===== config.mk =====
export PLATFORM = sky130hd
export DESIGN_NAME = mul_add_flat
export DESIGN_NICKNAME = d
export VERILOG_FILES = /design/src/rtl/mul_add_if.sv /design/src/rtl/mul_add.sv /design/src/flat_wrapper.sv
export SDC_FILE = /design/constraint.sdc
export NUM_CORES = 1
export LEC_CHECK = 0
export BUFFER_PORTS_ARGS = -buffer_cell sky130_fd_sc_hd__buf_2
export CORE_ASPECT_RATIO = 1.75
export CORE_MARGIN = 1.5
export CORE_UTILIZATION = 55
export CTS_BUF_LIST = sky130_fd_sc_hd__clkbuf_4 sky130_fd_sc_hd__clkbuf_8
export CTS_CLUSTER_DIAMETER = 200
export CTS_CLUSTER_SIZE = 10
export DETAILED_ROUTE_END_ITERATION = 16
export MAX_ROUTING_LAYER = met4
export PLACE_DENSITY = 0.78
export SLEW_MARGIN = 0
export SYNTH_ARGS = -nofsm -noshare
export SYNTH_HDL_FRONTEND = slang
export SYNTH_SLANG_ARGS = --single-unit
export TNS_END_PERCENT = 5

===== constraint.sdc =====
create_clock -name clk -period 4.4 [get_ports clk]
set_input_delay 0.66 -clock clk [delete_from_list [all_inputs] [get_ports clk]]
set_output_delay 0.66 -clock clk [all_outputs]
set_load 0.01 [all_outputs]

===== src/rtl/mul_add_if.sv =====
// rtl/mul_add_if.sv - start/busy/done/valid handshake and operand/result bundle for mul_add
interface mul_add_if #(
  parameter int WIDTH = 32
);
  logic             start_i;
  logic [WIDTH-1:0] a_i;
  logic [WIDTH-1:0] b_i;
  logic [WIDTH-1:0] c_i;
  logic             busy_o;
  logic             done_o;
  logic             valid_o;
  logic             ovf_o;
  logic [WIDTH-1:0] prod_hi_o;
  logic [WIDTH-1:0] prod_lo_o;

  modport master (
    output start_i, a_i, b_i, c_i,
    input  busy_o, done_o, valid_o, ovf_o, prod_hi_o, prod_lo_o
  );

  modport slave (
    input  start_i, a_i, b_i, c_i,
    output busy_o, done_o, valid_o, ovf_o, prod_hi_o, prod_lo_o
  );
endinterface


===== src/rtl/mul_add.sv =====
// rtl/mul_add.sv - iterative shift-add a*b+c, one multiplier bit per clock
// Optional MUL_ADD_EARLY_EXIT_EN: finish as soon as the remaining multiplier bits are all zero.
module mul_add #(
  parameter int WIDTH = 32
) (
  input  logic    clk,
  input  logic    reset_ni,
  mul_add_if.slave bus
);
  localparam int IW = $clog2(WIDTH);
  localparam logic [IW-1:0] LAST = IW'(WIDTH - 1);

  typedef enum logic {IDLE, RUN} state_t;

  state_t             state;
  logic [2*WIDTH-1:0] mcand;
  logic [2*WIDTH-1:0] acc;
  logic [WIDTH-1:0]   mplier;
  logic [IW-1:0]      i;

  logic [2*WIDTH-1:0] mcand_next;
  logic [2*WIDTH-1:0] acc_next;
  logic [WIDTH-1:0]   mplier_next;
  logic               finish;

  logic               busy_q;
  logic               done_q;
  logic               valid_q;
  logic               ovf_q;
  logic [WIDTH-1:0]   prod_hi_q;
  logic [WIDTH-1:0]   prod_lo_q;

  always_comb begin
    acc_next    = acc + (mplier[0] ? mcand : '0);
    mcand_next  = mcand << 1;
    mplier_next = mplier >> 1;
    finish      = (i == LAST);
`ifdef MUL_ADD_EARLY_EXIT_EN
    // No set bits left in the multiplier means acc_next is already the final sum.
    finish      = finish || (mplier_next == '0);
`else
`endif
  end

  always_ff @(posedge clk or negedge reset_ni) begin
    if (!reset_ni) begin
      state     <= IDLE;
      mcand     <= '0;
      acc       <= '0;
      mplier    <= '0;
      i         <= '0;
      busy_q    <= 1'b0;
      done_q    <= 1'b0;
      valid_q   <= 1'b0;
      ovf_q     <= 1'b0;
      prod_hi_q <= '0;
      prod_lo_q <= '0;
    end else begin
      done_q <= 1'b0;
      if (bus.start_i) begin
        // A restart discards any calculation in flight; the old result stays visible but invalid.
        state   <= RUN;
        mcand   <= {{WIDTH{1'b0}}, bus.a_i};
        mplier  <= bus.b_i;
        acc     <= {{WIDTH{1'b0}}, bus.c_i};
        i       <= '0;
        busy_q  <= 1'b1;
        valid_q <= 1'b0;
      end else if (state == RUN) begin
        if (finish) begin
          state     <= IDLE;
          prod_hi_q <= acc_next[2*WIDTH-1:WIDTH];
          prod_lo_q <= acc_next[WIDTH-1:0];
          ovf_q     <= (acc_next[2*WIDTH-1:WIDTH] != '0);
          done_q    <= 1'b1;
          valid_q   <= 1'b1;
          busy_q    <= 1'b0;
        end else begin
          i      <= i + IW'(1);
          acc    <= acc_next;
          mcand  <= mcand_next;
          mplier <= mplier_next;
        end
      end
    end
  end

  assign bus.busy_o    = busy_q;
  assign bus.done_o    = done_q;
  assign bus.valid_o   = valid_q;
  assign bus.ovf_o     = ovf_q;
  assign bus.prod_hi_o = prod_hi_q;
  assign bus.prod_lo_o = prod_lo_q;
endmodule


===== src/flat_wrapper.sv =====
// flat-port wrapper written by rule: the top's interface ports become plain ports
module mul_add_flat 
#(
  parameter int WIDTH = 32
)
  (clk, reset_ni, bus_start_i, bus_a_i, bus_b_i, bus_c_i, bus_busy_o, bus_done_o, bus_valid_o, bus_ovf_o, bus_prod_hi_o, bus_prod_lo_o);
  mul_add_if #(.WIDTH(WIDTH)) bus_i ();
  input  logic clk;
  input  logic reset_ni;
  input wire logic [$bits(bus_i.start_i)-1:0] bus_start_i;
  input wire logic [$bits(bus_i.a_i)-1:0] bus_a_i;
  input wire logic [$bits(bus_i.b_i)-1:0] bus_b_i;
  input wire logic [$bits(bus_i.c_i)-1:0] bus_c_i;
  output wire logic [$bits(bus_i.busy_o)-1:0] bus_busy_o;
  output wire logic [$bits(bus_i.done_o)-1:0] bus_done_o;
  output wire logic [$bits(bus_i.valid_o)-1:0] bus_valid_o;
  output wire logic [$bits(bus_i.ovf_o)-1:0] bus_ovf_o;
  output wire logic [$bits(bus_i.prod_hi_o)-1:0] bus_prod_hi_o;
  output wire logic [$bits(bus_i.prod_lo_o)-1:0] bus_prod_lo_o;
  assign bus_i.start_i = bus_start_i;
  assign bus_i.a_i = bus_a_i;
  assign bus_i.b_i = bus_b_i;
  assign bus_i.c_i = bus_c_i;
  assign bus_busy_o = bus_i.busy_o;
  assign bus_done_o = bus_i.done_o;
  assign bus_valid_o = bus_i.valid_o;
  assign bus_ovf_o = bus_i.ovf_o;
  assign bus_prod_hi_o = bus_i.prod_hi_o;
  assign bus_prod_lo_o = bus_i.prod_lo_o;
  mul_add #(.WIDTH(WIDTH)) u_core (.clk(clk), .reset_ni(reset_ni), .bus(bus_i));
endmodule

Yosys cells after proc, flatten, opt, wreduce, memory -nomap -nowiden
Index checks and enable logic that the tools add are counted.
Storage, ports and cells
  output and inout bits: 68
  logic and storage cells: 47
  bits of input ports: 99
  register bits: 234
Operators by class
  eq/ne operators: 2
  muxes and demuxes: 25
  bitwise logic cells: 1
  $add $sub $neg: 2
  reduce and logical (&&, ||, !) cells: 6
Operators by type and width (count)
  64-bit two-way mux: 7
  32-bit two-way mux: 3
  64-bit adder: 1
  32-bit nonzero test: 1
  5-bit two-way mux: 3
  1-bit two-way mux: 12
  5-bit by 1-bit adder with 5-bit output, second input constant: 1
  5-bit equality test, second input constant: 1
  2-bit AND reduction: 2
  2-bit nonzero test: 2
  3-bit AND reduction: 1
  2-bit != test, second input constant: 1
  1-bit NOT: 1

Longest topological paths before layout
  depth after elaboration: 5
  gate-level depth with buffers: 18
  gate-level depth less buffers: 16

Worst setup path after synthesis
OpenSTA, ideal clock, no wires.
  path kind: reg2reg
  start: reg u_core.mplier[0]
  end: reg u_core.ovf_q, in the netlist u_core.bus.ovf_o
  period minus slack after synthesis: 3.748 ns
  stages on the path, launching flop included: 19
  required time: 4.267 ns
  library setup time: 0.133 ns
  setup slack: 0.652 ns
  buffers on the path: 2
  data arrival time: 3.615 ns
  cell sequence: dfrtp_1 > clkbuf_1 > clkbuf_1 > and2_1 > ha_1 > inv_1 > fa_1 > nor2b_1 > o2111ai_1 > a21boi_0 > nor3_2 > nor2_1 > a21oi_1 > xor2_1 > o211ai_1 > nor4b_1 > nand4_1 > nor4_1 > a31oi_1
Between the ends
  word-level cells in the longest chain between the ends: 3
RTL lines
  from (decl): RTL line mul_add.sv:18  | logic [WIDTH-1:0] mplier;
  from (signal assigned): RTL line mul_add.sv:64  | mplier <= bus.b_i;
  from (signal assigned): RTL line mul_add.sv:82  | mplier <= mplier_next;
  64-bit two-way mux: RTL line mul_add.sv:34  | acc_next = acc + (mplier[0] ? mcand : '0);
  64-bit adder: RTL line mul_add.sv:34
  32-bit nonzero test: RTL line mul_add.sv:74  | ovf_q <= (acc_next[2*WIDTH-1:WIDTH] != '0);
  to (signal assigned): RTL line mul_add.sv:74
  to (decl): RTL line mul_add.sv:29  | logic ovf_q;
No other way between the ends.
A chain may end at the register's enable or synchronous reset.

Final worst setup path
Ends and elaborated chain as after synthesis.

==> impl_metrics.tcl <==
set metrics [dict create \
    p_per_area_nw_per_um2 317 \
    cp.required_ns 4.86 \
    final.setup_skew_ns 0.0336 \
    power.total_mw 5.03 \
    tns_ns 0 \
    cts_tree "done" \
    drive_gt1_share_pct 15.8 \
    place_congestion 1.03 \
    dp_worst_setup_slack_ns 0.0551 \
    critPathCaptureType "flip-flop" \
    synthMostInstantiatedCell "nand2_1" \
    start_util_pct 55.7 \
    grt_start_max_net_pins 122 \
    crit-reg2reg-launch "u_core.mplier[0]" \
    antenna_found_initial 0 \
    status "completed" \
    viasPerCell 5.83 \
    drt-initial-drc-count 573 \
    relSlewSlack_pct 27.8 \
    synth_edf_count 0 \
    fp.dieH_um 215 \
    critical_path.max_fanout 32 \
    grt_pass1_wl_um 64500 \
    design_area_um2 15900 \
    min_period_over_period_pct 98.5 \
    worstPathArrival_ns 4.80 \
    netlist.area_leader.share_pct 41.6 \
    clk_pin_slew_ns 0.08 \
    cts-buffers-inserted 27 \
    clk-insertion-delay-late_ns 0.60 \
    cts.sinks 234 \
    finalMaxSlewViolations 0 \
    timing.fmax_ghz 0.231 \
    cp-start-kind "flip-flop" \
    final_antenna_net_count 0 \
    synth_nets 1863 \
    synth_ff_type "dfrtp_1" \
    synth.distinct_cells 65 \
    final_hold_viol_count 0 \
    synth_area_leaders "dfrtp_1 (42%), nand2_1 (8.8%), o21ai_0 (7.1%)" \
    firstDrtPassIters 7 \
    cts_max_level 1 \
    wl_per_cell_um 18.6 \
    netlist_instances 1698 \
    dieArea_um2 26600 \
    instances_no_fill 2163 \
    vdd_ir_drop_max_uv 244 \
    async_flop_share_pct 100 \
    track_usage_pct 31.8 \
    die_w_um 124 \
    rsz0062_at_grt "no" \
    dp_hpwl_um 30500 \
    place_area_um2 15500 \
    first_global_vias 12900 \
    setup_viol 0 \
    areaGrowthSynthToFinish_pct 12.9 \
    cap_violations 0 \
    port_buffers 166 \
    r2r_slack_ns 0.06 \
    cts-root-buf "clkbuf_8" \
    cts.path.max_buffers 3 \
    gr-total-overflow 0 \
    worst_slew_pin_slew_ns 1.08 \
    syn-cell-area_um2 14100 \
    min_period_ns 4.34 \
    drc 0 \
    p_leak_nw 7.65 \
    boundaryPins 167 \
    setup_slack_ns 0.0648 \
    wl_um 40100 \
    r2r.worst_path.cells 16 \
    vias 12600 \
    ys_warn_count 0 \
    avgSynthCellArea_um2 8.28 \
    synth_seq_area_share_pct 41.6 \
    cts_setup_buffers 0 \
    rows 77 \
    min_path_type "primary input to async pin" \
    ys_ff_latch 234 \
    synth_area_leader_cell "dfrtp_1" \
    nets 2012 \
    core-area_um2 25200 \
    dp.cells 2134 \
    antenna_cells 0 \
    yosys-top-cells-count "nand2_1 (331), dfrtp_1 (234), o21ai_0 (199)" \
    rr_endpoint "u_core.bus.ovf_o" \
    crit_type "flip-flop to flip-flop" \
]
-- flip-flops by register name, indices dropped and copies added, names as in the netlist --
signal and cells:
u_core.acc 64, u_core.mplier 32, u_core.bus.done_o 1, u_core.bus.ovf_o 1
u_core.i 5, u_core.bus.prod_lo_o 32, u_core.bus.valid_o 1, u_core.bus.prod_hi_o 32
u_core.mcand 64, u_core.state 1, u_core.bus.busy_o 1
-- kinds of logic (layout without fill, tap and decap cells) --
kind of cell / Yosys count / after routing / synth area share [%]
muxes: 63 / 63 / 4.48
buffers and inverters: 140 / 289 / 3.92
adders and majority gates: 66 / 66 / 5.92
AOI/OAI and AO/OA: 501 / 501 / 20.3
xor gates and xnor gates: 59 / 59 / 3.67
DFF: 234 / 234 / 41.6
and+or+nand+nor: 635 / 635 / 20.1
-- worst max-delay path, cell delays in order, from the launching register on --
cell and delay (ns):
dfrtp_1 0.47, buf_12 0.20, and2_1 0.15, ha_1 0.34, a21o_1 0.20, o21bai_2 0.21
a21oi_1 0.31, a2111o_1 0.33, nand2_1 0.12, a211oi_1 0.28, xor2_1 0.32, nand4_1 0.22
nor4b_2 0.32, buf_4 0.15, nand4_1 0.10, nor4_1 0.34, a31oi_1 0.14
-- layout by cell type (no fill, tap or decap), types with 3 or more instances in the layout --
cell	instances
nand2_1	331
dfrtp_1	234
o21ai_0	197
a21oi_1	179
buf_2	164
nor2_1	124
and2_1	70
buf_4	69
ha_1	65
mux2i_1	63
nand4_1	32
xor2_1	30
xnor2_1	28
clkbuf_8	27
a21o_1	25
inv_1	21
nor3_1	16
nand3_1	15
o21a_1	13
a31oi_1	13
o21bai_1	10
o211ai_1	9
a211oi_1	8
and3_1	6
nor2b_1	6
nand2b_1	5
o21ai_1	5
o221ai_1	5
or3_1	5
o2111ai_1	5
or2_2	5
a21boi_0	4
nor4_1	4
buf_12	4
or4_1	3
-- metal layers --
metal	track usage [%]	vias to the layer above	wire length, um
li1	-	6152	-
met1	34.0	6018	14900
met2	57.6	330	21800
met3	2.71	107	1340
met4	15.1	0	2170
met5	-	-	0
-- worst max-delay path by stage --
stage                      from                to  slack [ns]  cells after the start
3_5_place_dp   u_core.mplier[0]  u_core.bus.ovf_o        0.06                     16
6_report       u_core.mplier[0]  u_core.bus.ovf_o        0.06                     16
2_1_floorplan  u_core.mplier[0]  u_core.bus.ovf_o        0.65                     18
5_1_grt        u_core.mplier[0]  u_core.bus.ovf_o      0.0009                     16
4_1_cts        u_core.mplier[0]  u_core.bus.ovf_o        0.03                     16
3_3_place_gp   u_core.mplier[0]  u_core.bus.ovf_o        0.19                     16
-- repair_timing --
action                     4_1_cts  5_1_grt
hold buffers                     0        0
setup endpoints to repair        0        1
gates resized for setup          0        8
-- per-stage QoR --
| stage | hold WS (ns) | utilization [%] |
|---|---|---|
| finish | 0.174 | 62.9 |
| global placement | 0.456 | 61.2 |
| detailed placement | 0.463 | 61.2 |
| CTS | 0.173 | 62.8 |
| global route | 0.218 | 62.9 |
| floorplan | 0.364 | - |
-- area by class of cell --
type	instances	area, um^2
inverters	21	78.8
multi-input cells	1324	7710
fillers	2279	9360
repair buffers	239	1450
well taps	316	395
clock inverters	2	20.0
flip-flops and latches	234	5860
clock buffers	27	372
-- power by group --
| part | total (mW) | switching [mW] | internal [mW] |
|---|---|---|---|
| clock | 1.30 | 0.747 | 0.553 |
| sequential | 2.42 | 0.107 | 2.31 |
| combinational | 1.31 | 0.818 | 0.494 |
(Power assumes the default switching activity.)
